--- src/rtl/wr_resp_order_tracker_pkg.sv ---
// Shared types and constants for the write-response order tracker.
// Holds the FSM encoding, the AXI BRESP codes and the default tracked-entry layout.
package wr_resp_order_tracker_pkg;

  typedef enum logic {
    RUN = 1'b0,
    ERR = 1'b1
  } ORDER_FSM_T;

  localparam logic [1:0] BRESP_OKAY   = 2'b00;
  localparam logic [1:0] BRESP_EXOKAY = 2'b01;
  localparam logic [1:0] BRESP_SLVERR = 2'b10;
  localparam logic [1:0] BRESP_DECERR = 2'b11;

  localparam int TRACK_ID_W   = 4;
  localparam int TRACK_USER_W = 2;

  typedef struct packed {
    logic [TRACK_ID_W-1:0]   id;
    logic [TRACK_USER_W-1:0] user;
  } aw_track_t;

endpackage

--- src/rtl/wr_resp_order_tracker_track_fifo.sv ---
// In-order FIFO of accepted write addresses; head is read combinationally so a
// response can be matched in the cycle it arrives. Status outputs are registered.
module track_fifo
  import wr_resp_order_tracker_pkg::*;
#(
  parameter int  DEPTH = 8,
  parameter type T     = aw_track_t
) (
  input  logic                     clk,
  input  logic                     rst,
  input  logic                     push,
  input  logic                     pop,
  input  T                         din,
  output T                         head,
  output logic                     full,
  output logic                     empty,
  output logic [$clog2(DEPTH):0]   count
);

  localparam int AW = $clog2(DEPTH);

  T               mem [DEPTH];
  logic [AW-1:0]  wr_ptr;
  logic [AW-1:0]  rd_ptr;
  logic [AW:0]    count_next;
  logic           do_push;
  logic           do_pop;

  // A full FIFO refuses a push even when a pop happens in the same cycle.
  assign do_push = push & ~full;
  assign do_pop  = pop & ~empty;

  always_ff @(posedge clk) begin
    if (do_push) begin
      mem[wr_ptr] <= din;
    end
  end

  assign head = mem[rd_ptr];

  always_comb begin
    count_next = count + (AW+1)'(do_push) - (AW+1)'(do_pop);
  end

  always_ff @(posedge clk or posedge rst) begin
    if (rst) begin
      wr_ptr <= '0;
      rd_ptr <= '0;
      count  <= '0;
      full   <= 1'b0;
      empty  <= 1'b1;
    end else begin
      if (do_push) wr_ptr <= wr_ptr + AW'(1);
      if (do_pop)  rd_ptr <= rd_ptr + AW'(1);
      count <= count_next;
      full  <= (count_next == (AW+1)'(DEPTH));
      empty <= (count_next == '0);
    end
  end

endmodule

--- src/rtl/wr_resp_order_tracker.sv ---
// Tracks outstanding AXI writes in issue order, checks each B response against the
// oldest one, throttles AW when tracking is full and counts error responses.
module wr_resp_order_tracker
  import wr_resp_order_tracker_pkg::*;
#(
  parameter int ID_W   = 4,
  parameter int USER_W = 2,
  parameter int DEPTH  = 8,
  parameter int CNT_W  = 16
) (
  input  logic                     clk,
  input  logic                     rst,
  input  logic                     s_awvalid,
  output logic                     s_awready,
  input  logic [ID_W-1:0]          s_awid,
  input  logic [USER_W-1:0]        s_awuser,
  output logic                     m_awvalid,
  input  logic                     m_awready,
  input  logic                     bvalid,
  input  logic                     bready,
  input  logic [ID_W-1:0]          bid,
  input  logic [1:0]               bresp,
  input  logic                     clr_err,
  output logic [$clog2(DEPTH):0]   outstanding,
  output logic                     full,
  output logic                     empty,
  output logic                     order_err,
  output logic [ID_W-1:0]          err_bid,
  output logic [ID_W-1:0]          err_exp_id,
  output logic [USER_W-1:0]        err_user,
  output logic [CNT_W-1:0]         resp_err_cnt
);

  // Entry layout follows the package aw_track_t, sized by this instance's widths.
  typedef struct packed {
    logic [ID_W-1:0]   id;
    logic [USER_W-1:0] user;
  } entry_t;

  entry_t          push_entry;
  entry_t          head;
  logic            push;
  logic            pop;
  logic            b_hs;
  logic            violation;
  logic            bresp_err;
  logic [ID_W-1:0] exp_id;
  logic [USER_W-1:0] exp_user;
  ORDER_FSM_T      state_reg;
  ORDER_FSM_T      state_next;
  logic            capture;
  logic            clear_capture;
  logic [ID_W-1:0]   err_bid_reg;
  logic [ID_W-1:0]   err_exp_id_reg;
  logic [USER_W-1:0] err_user_reg;
  logic [CNT_W-1:0]  resp_err_cnt_reg;

  assign m_awvalid  = s_awvalid & ~full;
  assign s_awready  = m_awready & ~full;
  assign push       = s_awvalid & m_awready & ~full;
  assign push_entry = '{id: s_awid, user: s_awuser};

  assign b_hs      = bvalid & bready;
  assign pop       = b_hs & ~empty;
  assign bresp_err = (bresp >= BRESP_SLVERR);

  // Against an empty FIFO there is no head, so expectations report as zero.
  assign exp_id    = empty ? '0 : head.id;
  assign exp_user  = empty ? '0 : head.user;
  assign violation = b_hs & (empty | (bid != head.id));

  track_fifo #(
    .DEPTH (DEPTH),
    .T     (entry_t)
  ) u_fifo (
    .clk   (clk),
    .rst   (rst),
    .push  (push),
    .pop   (pop),
    .din   (push_entry),
    .head  (head),
    .full  (full),
    .empty (empty),
    .count (outstanding)
  );

  always_ff @(posedge clk or posedge rst) begin
    if (rst) state_reg <= RUN;
    else     state_reg <= state_next;
  end

  always_comb begin
    state_next = state_reg;
    case (state_reg)
      RUN: if (violation) state_next = ERR;
      ERR: if (clr_err && !violation) state_next = RUN;
      default: state_next = RUN;
    endcase
  end

  always_comb begin
    order_err = (state_reg == ERR);
  end

  // First error is kept until cleared; a violation coincident with clr_err re-captures.
  assign capture       = violation & ((state_reg == RUN) | clr_err);
  assign clear_capture = clr_err & ~violation;

  always_ff @(posedge clk or posedge rst) begin
    if (rst) begin
      err_bid_reg    <= '0;
      err_exp_id_reg <= '0;
      err_user_reg   <= '0;
    end else if (capture) begin
      err_bid_reg    <= bid;
      err_exp_id_reg <= exp_id;
      err_user_reg   <= exp_user;
    end else if (clear_capture) begin
      err_bid_reg    <= '0;
      err_exp_id_reg <= '0;
      err_user_reg   <= '0;
    end
  end

  always_ff @(posedge clk or posedge rst) begin
    if (rst) begin
      resp_err_cnt_reg <= '0;
    end else if (clr_err) begin
      resp_err_cnt_reg <= (b_hs & bresp_err) ? CNT_W'(1) : '0;
    end else if (b_hs && bresp_err && (resp_err_cnt_reg != '1)) begin
      resp_err_cnt_reg <= resp_err_cnt_reg + CNT_W'(1);
    end
  end

  assign err_bid      = err_bid_reg;
  assign err_exp_id   = err_exp_id_reg;
  assign err_user     = err_user_reg;
  assign resp_err_cnt = resp_err_cnt_reg;

endmodule
--- config.mk ---
export PLATFORM = sky130hd
export DESIGN_NAME = wr_resp_order_tracker
export DESIGN_NICKNAME = d
export VERILOG_FILES = /design/src/rtl/wr_resp_order_tracker_pkg.sv /design/src/rtl/wr_resp_order_tracker_track_fifo.sv /design/src/rtl/wr_resp_order_tracker.sv
export SDC_FILE = /design/constraint.sdc
export NUM_CORES = 1
export LEC_CHECK = 0
export CELL_PAD_IN_SITES_DETAIL_PLACEMENT = 1
export CELL_PAD_IN_SITES_GLOBAL_PLACEMENT = 2
export CORE_ASPECT_RATIO = 1.5
export CORE_MARGIN = 3
export CORE_UTILIZATION = 41
export DETAILED_ROUTE_END_ITERATION = 8
export PLACE_DENSITY_LB_ADDON = 0.1
export SLEW_MARGIN = 0
export SYNTH_ARGS = -nofsm -noshare
export SYNTH_HDL_FRONTEND = slang
export SYNTH_HIERARCHICAL = 1
export SYNTH_SLANG_ARGS = --single-unit
--- constraint.sdc ---
create_clock -name clk -period 4.4 [get_ports clk]
set_input_delay 0.88 -clock clk [delete_from_list [all_inputs] [get_ports clk]]
set_output_delay 0.88 -clock clk [all_outputs]
set_load 0.1 [all_outputs]
### After elaboration in Yosys (flattened, before gate mapping)

Memory sizes are Yosys's and may differ from the RTL's.
Cells that the tools add are included.

* register bits after elaboration: 39
* memory bits (writable): 48
* bits of input ports: 19
* output and inout port bits: 35
* logic and storage cells: 60
* memories kept: 1

Memories
* u_fifo.mem: words 8, width 6, rd ports 1, clocked after memory_dff 0, write ports 1, line wr_resp_order_tracker_track_fifo.sv:22 `T mem [DEPTH];`

* $add $sub $neg: 5
* order comparisons: 1
* eq/ne operators: 3
* muxes and demuxes: 15
* bitwise operators: 18
* reduce and logical (&&, ||, !) cells: 7

Operator list (number)
* 16-bit two-way mux: 2
* 16-bit by 1-bit adder with 16-bit output, second input constant: 1
* 4-bit two-way mux: 4
* 16-bit != test, second input constant: 1
* 1-bit AND: 12
* 3-bit by 1-bit adder with 3-bit output, second input constant: 2
* 2-bit two-way mux: 3
* 1-bit two-way mux: 5
* 4-bit by 1-bit adder with 4-bit output: 1
* 4-bit equality test, second input constant: 1
* 4-bit zero test: 1
* 4-bit != test: 1
* 1-bit inverter: 4
* 2-bit nonzero test: 2
* 4-bit by 1-bit subtractor with 4-bit output: 1
* 1-bit logical AND: 3
* 2-bit >= comparator, second input constant: 1
* 1-bit OR: 2
* 1-bit one-hot mux with 2 select lines: 1
* 1-bit zero test: 1

### Longest topological paths before layout

Gate-level depths: netlist (run 1).
An unclocked memory read counts as a cell.

* word-level depth: 8
* mapped depth: 11
* mapped depth without buffers: 11

### Modules after synthesis

The synthesis (run 1) kept the hierarchy.

By module, submodules not included
* track_fifo: times used 1, cells an instance 127, area each 2462.4 µm², seq. area each 1742.9 µm²
* wr_resp_order_tracker: times used 1, cells an instance 161, area each 1472.7 µm², seq. area each 675.6 µm²

### Worst setup path before layout (run 1)

No wires, ideal clock.

* path kind: reg-to-reg
* from: register u_fifo.full
* to: register u_fifo.empty
* setup time: 0.059 ns
* data arrival time: 4.477 ns
* data required time: 4.341 ns
* slack: -0.135 ns
* stages on the path, launching flop included: 12
* path buffers: 0
* period minus slack after synthesis: 4.535 ns
* cells stage by stage: dfrtp_1 > nor2b_1 > and2_1 > nor2b_1 > inv_1 > ha_1 > inv_1 > ha_1 > fa_1 > xor2_1 > or3_1 > o21ba_2

* word-level cells in the longest chain between the ends: 6

Ends and longest elaborated chain
* from (decl): line wr_resp_order_tracker_track_fifo.sv:15 `output logic full,`
* from (signal assigned): line wr_resp_order_tracker_track_fifo.sv:56 `full <= (count_next == (AW+1)'(DEPTH));`
* 1-bit inverter: line wr_resp_order_tracker.sv:60 `assign push = s_awvalid & m_awready & ~full;`
* 1-bit AND: line wr_resp_order_tracker.sv:60
* net push: line wr_resp_order_tracker.sv:42 `logic push;`
* 1-bit AND: line wr_resp_order_tracker_track_fifo.sv:30 `assign do_push = push & ~full;`
* 4-bit by 1-bit adder with 4-bit output: line wr_resp_order_tracker_track_fifo.sv:42 `count_next = count + (AW+1)'(do_push) - (AW+1)'(do_pop);`
* 4-bit by 1-bit subtractor with 4-bit output: line wr_resp_order_tracker_track_fifo.sv:42
* net u_fifo.count_next[2]: line wr_resp_order_tracker_track_fifo.sv:25 `logic [AW:0] count_next;`
* 4-bit zero test: line wr_resp_order_tracker_track_fifo.sv:57 `empty <= (count_next == '0);`
* to (signal assigned): line wr_resp_order_tracker_track_fifo.sv:57
* to (decl): line wr_resp_order_tracker_track_fifo.sv:16 `output logic empty,`

The timed path passes the listed nets, and every way through them passes these cells.
A chain may end at the register's enable or synchronous reset.

### Worst setup path after layout (run 1)

* from: input bvalid
* to: register u_fifo.empty

* word-level cells in the longest chain between the ends: 5

Ends and longest elaborated chain
* from (decl): line wr_resp_order_tracker.sv:19 `input logic bvalid,`
* 1-bit AND: line wr_resp_order_tracker.sv:63 `assign b_hs = bvalid & bready;`
* 1-bit AND: line wr_resp_order_tracker.sv:64 `assign pop = b_hs & ~empty;`
* net pop: line wr_resp_order_tracker.sv:43 `logic pop;`
* 1-bit AND: line wr_resp_order_tracker_track_fifo.sv:31 `assign do_pop = pop & ~empty;`
* net u_fifo.do_pop: line wr_resp_order_tracker_track_fifo.sv:27 `logic do_pop;`
* 4-bit by 1-bit subtractor with 4-bit output: line wr_resp_order_tracker_track_fifo.sv:42
* net u_fifo.count_next[1]: line wr_resp_order_tracker_track_fifo.sv:25
* 4-bit zero test: line wr_resp_order_tracker_track_fifo.sv:57

The timed path passes the listed nets, and every way through them passes these cells.

==> metrics.md, run 1 <==
| Metric | Value |
|---|---|
| Status | completed |
| Clock buffer depth | 2 |
| Post-DR wirelength/cell | roughly 18 um |
| Dpl hpwl | 6100 um |
| CP Launch Type | input port |
| Top Ports | 54 |
| Final setup vio count | 0 |
| WP buf/inv | 2 |
| Largest register FFs | 48 |
| WHS | 0.527 ns |
| P_sw | 0.00113 W |
| Clock share of power | 0.264 |
| Area fraction of the dominant cell type after synthesis | 0.366 |
| Post-synth top cells | 48 x edfxtp_1, 38 x dfrtp_1, 27 x inv_1 |
| Layout cell share with drive strength beyond 1 | 0.111 |
| Non-filler instance count after layout | 463 |
| Ant diodes | 0 |
| Hold Path Class | flop to flop |
| Largest net degree at the start of global routing | 32 |
| GP Congestion | slightly above 0.7 |
| Die Ht | approximately 130 um |
| Synth Area in Simple Gates | 0.114 |
| Worst setup path startpoint | bvalid |
| CTS Buf Count | 9 |
| Register area share after synthesis | 0.615 |
| Unique masters post-synth | 39 |
| Fraction of registers with async set/reset | 0.448 |
| Post-synth EDFFs | 48 |
| Post-CTS resize count | 0 |
| MaxCap Viol Count | 0 |
| Seq cells post-synth | 87 |
| First-pass GRT wire length | 14000 um |
| Yosys Warn Count | 6 |
| Clock slew at reported path FFs | ~0.06 ns |
| GRT Overall Usage | 0.172 |
| Delay-heaviest family, CP | simple AND/OR/NAND/NOR gates |
| Setup TNS | 0 ns |
| Setup bufs post-CTS | 0 |
| GR Overflow Total | 0 |
| Final min period | between 3 and 4 ns |
| Slowest CP cell | clkdlybuf4s50_1 |
| GR Layer Usage met1 | 0.180 |
| Critical path arrival | 3.63 ns |
| Leak | 1.82 nW |
| Critical Path Fanout Max | 5 |
| Clk_skew | just over 0.01 ns |
| XOR/XNOR Fraction of Synth Area | 0.0223 |
| DRT antenna net count | 0 |
| Syn nets | 315 |
| Syn Inst Count | 288 |
| Die Area | ~11000 um^2 |
| Initial detailed-routing violation count | 127 |
| CTS root buf | clkbuf_16 |
| Vias in the first global route | 2730 |
| R2R Path Start | u_fifo/rd_ptr[0]$_DFFE_PP0P_ |
| Mapped Area | 3940 um^2 |
| Final #Nets | 373 |
| Slowest stage delay, CP | 0.59 ns |
| Initial Utilization | 0.423 |
| Clk sinks | 87 |
| Tcrit/Tclk final | 0.760 |
| CTS tree | built |
| Area delta synth->final | 24.2% |
| Worst-margin pin slew | 1.09 ns |
| WP data required | 4.69 ns |
| Sequential cell fraction of total power | 0.379 |
| Post-synthesis mux area share | 0.109 |
| Comb power frac | 0.358 |
| Ranking of synthesized cells by area | edfxtp_1 37%, dfrtp_1 24%, mux4_1 8.0% |
| RSZ-0062 raised after global routing | false |
| Power density cells | between 600 and 700 nW/um^2 |
| Mean Syn Cell Area | 13.7 um^2 |
| Worst hold start | u_fifo/wr_ptr[0]$_DFFE_PP0P_ |
| Synth area leader | edfxtp_1 |
| Die width | between 80 and 90 um |
| Complex-gate fraction of the synthesized area | 0.0757 |
| CP most frequent cell | ha_1 |
| VDD IR-drop max | 0.398 mV |
| Most frequent cell after synthesis | edfxtp_1 |
| Net Sw Frac | 0.386 |
| Critical path class | input port to flop |
| Design Power | 0.00294 W |
| Max Fclk | between 0.2 and 0.3 GHz |
| DR vias/cell | 5.57 |
| Initial antenna violation count | 0 |
| Routed wire length | 8500 um |
| Met3 GRT Util | 0.0425 |
| Grt peak-use layer | met2 |
| Vias | 2577 |
| Core Rows | 43 |
| Slew HR | 0.272 |
| Htree depth | 3 |
| CP endpoint kind | flop |
| Placed Cells | 447 |
| Core Region | 9310 um^2 |
| PortBufs | 52 |
| Skew-Pair Late Insertion Delay | 0.34 ns |
| DRC Markers | 0 |
| Crit-path cells | clkdlybuf4s50_1 > nand2_1 > nor2_1 > nor2b_1 > ha_1 > inv_1 > ha_1 > fa_1 > or3_1 > o21ba_2 |
| Slew Viols, Final | 0 |
| Most common flop cell mapped by yosys | edfxtp_1 |
| Cell Int Power | 0.00180 W |
| Synth Area in Adders | 0.0273 |
| First-pass iteration count of the detailed router | 5 |
| M2 GR Usage | 0.325 |
| CTS hold repair buffers | 0 |
| Final Hold Violating Endpoints | 0 |
| Combinational family with the most area after synthesis | simple AND/OR/NAND/NOR gates |
routing by layer:
layer,vias to the layer above,part of all wire
met1,1325,0.38
met2,38,0.57
met3,11,0.035
met4,0,0.016
met5,-,0
li1,1203,-
path summary, 6_finish.rpt:
| check | end | slack [ns] | cells after the start |
|---|---|---|---|
| hold reg to reg | u_fifo/wr_ptr[0]$_DFFE_PP0P_ | 0.53 | 1 |
| setup / recovery | u_fifo/empty$_DFF_PP1_ | 1.05 | 10 |
| setup reg to reg | err_exp_id[1]$_DFFE_PP0P_ | 1.45 | 6 |
| max in group asynchronous | err_user[1]$_DFFE_PP0P_ | 2.59 | 2 |
| min in group asynchronous | u_fifo/full$_DFF_PP0_ | 0.88 | 2 |
| hold / removal | u_fifo/wr_ptr[0]$_DFFE_PP0P_ | 0.53 | 1 |
metrics by stage:
stage               cell area, um^2   util  setup slack [ns]
finish                         4890  0.525              1.05
global route                   4890  0.525             0.866
floorplan                      3940      -             0.429
global placement               4580  0.492             0.774
detailed placement             4580  0.492             0.730
CTS                            4890  0.525              1.06
power groups by stage:
stage	logic, W	registers [W]	clock network [W]
after global routing	0.00113	0.00113	0.000831
final	0.00105	0.00111	0.000775
after detailed placement	0.00106	0.00114	0
after CTS	0.00107	0.00112	0.000799
after global placement	0.00104	0.00113	0
after floorplan	0.000499	0.00143	0
cell usage in the layout (no fill, tap or decap), drive strengths merged, types with 2 or more instances in the layout:
cell type,synthesis,final
clkdlybuf4s50,0,50
edfxtp,48,48
dfrtp,38,38
inv,27,29
a21oi,14,14
nand2,13,13
nor2,12,12
mux4,12,12
or4,10,10
o32ai,10,10
mux2,10,10
nand3,10,10
clkbuf,7,9
nor2b,9,9
o31ai,8,8
ha,7,7
buf,3,7
xnor2,6,6
or3,6,6
nand4,5,5
nand2b,5,5
nor3,4,4
o21ai,4,4
xor2,4,4
o41ai,3,3
clkinv,0,3
nor4,2,2
or2,2,2
kinds of logic (layout without fill, tap and decap cells):
| group | after synthesis | in the layout |
|---|---|---|
| DFF | 87 | 87 |
| AOI/OAI and AO/OA | 43 | 43 |
| adders and majority gates | 8 | 8 |
| and+or+nand+nor | 81 | 81 |
| xor gates and xnor gates | 10 | 10 |
| buffers and inverters | 37 | 100 |
| muxes | 22 | 22 |
worst register-to-register path, stage by stage (launching register included):
cell,delay (ns)
dfrtp_1,0.81
mux4_1,0.69
mux2_2,0.32
xnor2_1,0.16
nand3_1,0.14
o2111ai_1,0.51
o32ai_1,0.19
area by class of cell:
cell class | instances | area (um^2)
clock inverters | 7 | 80.1
flip-flops and latches | 87 | 2420
well taps | 112 | 140
inverters | 27 | 101
multi-input cells | 164 | 1370
fillers | 935 | 4420
clock buffers | 9 | 225
repair buffers | 57 | 553
Power figures use the tool's default switching activity.
==> inputs of run 2 (changes only) <==
CORE_UTILIZATION = 38   (was 41)
clock period = 3.1 ns   (was 4.4 ns; I/O delays follow)
==> run 2 against run 1 <==
  * Combinational power is 50% higher
  * Power increased by 46%
  * Largest power group is now combinational cells
  * Cell count grew 3.7%
  * First-iteration DRC count fell by 37%
  * Die area grew 7.4%
  * Highest routed layer unchanged
  * Critical path depth grew 2
  * Clock skew is 0.0012 ns lower
==> metrics.md, run 2 (synthesis gave the netlist of run 1 again) <==
| Metric | Value |
|---|---|
| Status | completed |
| First-pass GRT wire length | 14100 um |
| Fillers | 1025 |
| Largest net degree at the start of global routing | 31 |
| Final Hold Violating Endpoints | 0 |
| GRT Overall Usage | 0.165 |
| Slew Viols, Final | 0 |
| WHS | 0.517 ns |
| Crit path to | u_fifo/empty$_DFF_PP1_ |
| Commonest non-fill, non-tap cell in the layout | buf_4 |
| CTS Buf Count | 9 |
| Clock slew at reported path FFs | 0.07 ns |
| Hold Path Class | flop to flop |
| Slowest CP cell | clkdlybuf4s50_1 |
| CTS tree | built |
| CP endpoint kind | flop |
| WP buf/inv | 3 |
| Slew HR | 0.557 |
| Critical path arrival | between 3 and 4 ns |
| Final setup vio count | 0 |
| Power density cells | 865 nW/um^2 |
| Largest register FFs | between 40 and 50 |
| Crit-path cells | clkdlybuf4s50_1 > nor2b_4 > and2_1 > nor2b_4 > inv_1 > ha_1 > inv_1 > ha_2 > fa_2 > xor2_1 > or3_1 > o21ba_4 |
| First-pass iteration count of the detailed router | 4 |
| Most frequent cells in the layout | 54 x buf_4, 48 x edfxtp_1, 37 x dfrtp_1 |
| Die Ht | approximately 130 um |
| Setup bufs post-CTS | 0 |
| Core Region | 9910 um^2 |
| DRC Markers | 0 |
| Non-filler instance count after layout | 480 |
| PortBufs | 52 |
| Tcrit/Tclk final | 0.892 |
| Leak | 1.96 nW |
| Worst setup path startpoint | s_awvalid |
| Clock buffer depth | 2 |
| R2r setup slk | 0.56 ns |
| Post-CTS resize count | 0 |
| DR vias/cell | ~5.3 |
| Cell Area, Placed | 4640 um^2 |
| Final Util | 0.501 |
| GR Overflow Total | 0 |
| Layout cell share with drive strength beyond 1 | 0.247 |
| Die Area | 11600 um^2 |
| CTS hold repair buffers | 0 |
| Worst-margin pin slew | 0.660 ns |
| Delay-heaviest family, CP | adder cells |
| Initial Utilization | 0.397 |
| GP Congestion | just over 0.7 |
| Design Power | between 0.004 and 0.005 W |
| Ant diodes | 0 |
| R2R depth | 11 |
| Area delta synth->final | 26.2% |
| Core Rows | 44 |
| Top Ports | 54 |
| Clk sinks | between 80 and 90 |
| Skew-Pair Late Insertion Delay | 0.34 ns |
| WP data required | approximately 3.4 ns |
| R2R Path Start | u_fifo/full$_DFF_PP0_ |
| Critical path class | input port to flop |
| Placed Cells | 464 |
| Worst flop-to-flop path endpoint | u_fifo/empty$_DFF_PP1_ |
| Initial antenna violation count | 0 |
| Final min period | 2.77 ns |
| RSZ-0062 raised after global routing | false |
| Initial detailed-routing violation count | 80 |
| CP Launch Type | input port |
| Cell depth of the worst setup path | 12 |
| Slowest stage delay, CP | 0.45 ns |
| Dpl hpwl | 6350 um |
| Routed wire length | 8740 um |
| Final #Nets | 387 |
| Die width | 89.1 um |
| CTS root buf | clkbuf_16 |
| DRT antenna net count | 0 |
| Post-DR wirelength/cell | 18.2 um |
| VDD IR-drop max | between 0.4 and 0.5 mV |
| Htree depth | 3 |
| Vias | between 2k and 3k |
| MaxCap Viol Count | 0 |
| Vias in the first global route | between 2k and 3k |
| Design area | 4960 um^2 |
| Critical Path Fanout Max | 2 |
| Clk_skew | 0.00925 ns |
| Max Fclk | 0.362 GHz |
==> run 2: report_power, final <==
part	switching [W]	internal, W	leakage (nW)
registers	0.000155	0.00139	0.941
logic	0.00102	0.000556	0.861
clock network	0.000464	0.000714	0.157
==> run 2: metal layers <==
layer	up-vias	global-route usage	wire [um]
met3	9	0.0364	228
met2	30	0.313	5040
met4	0	0.0605	135
li1	1240	-	-
met1	1285	0.173	3340
met5	-	0	0
==> run 2: layout make-up <==
cell class | count | area [um^2] | share of cell area
repair buffers | 71 | 576 | 0.116
flip-flops and latches | 87 | 2420 | 0.488
well taps | 115 | 144 | 0.0290
inverters | 27 | 101 | 0.0204
multi-input cells | 164 | 1390 | 0.281
clock buffers | 9 | 225 | 0.0454
clock inverters | 7 | 103 | 0.0207
==> run 2: how the worst min path moves through the flow <==
stage	start	depth (start not counted)	to	slack [ns]
after floorplan	rst	1	u_fifo/count[0]$_DFF_PP0_	0.48
after CTS	u_fifo/wr_ptr[0]$_DFFE_PP0P_	1	u_fifo/wr_ptr[0]$_DFFE_PP0P_	0.52
after detailed placement	u_fifo/wr_ptr[0]$_DFFE_PP0P_	1	u_fifo/wr_ptr[0]$_DFFE_PP0P_	0.51
after global routing	u_fifo/wr_ptr[0]$_DFFE_PP0P_	1	u_fifo/wr_ptr[0]$_DFFE_PP0P_	0.57
after global placement	u_fifo/wr_ptr[0]$_DFFE_PP0P_	1	u_fifo/wr_ptr[0]$_DFFE_PP0P_	0.50
final	u_fifo/wr_ptr[0]$_DFFE_PP0P_	1	u_fifo/wr_ptr[0]$_DFFE_PP0P_	0.52
==> run 2: metrics by stage <==
stage,setup slack (ns),setup TNS (ns)
after floorplan,-0.0910,-0.117
after global placement,0.0154,0
after detailed placement,-0.0423,-0.0614
after CTS,0.317,0
after global routing,0.228,0
final,0.334,0
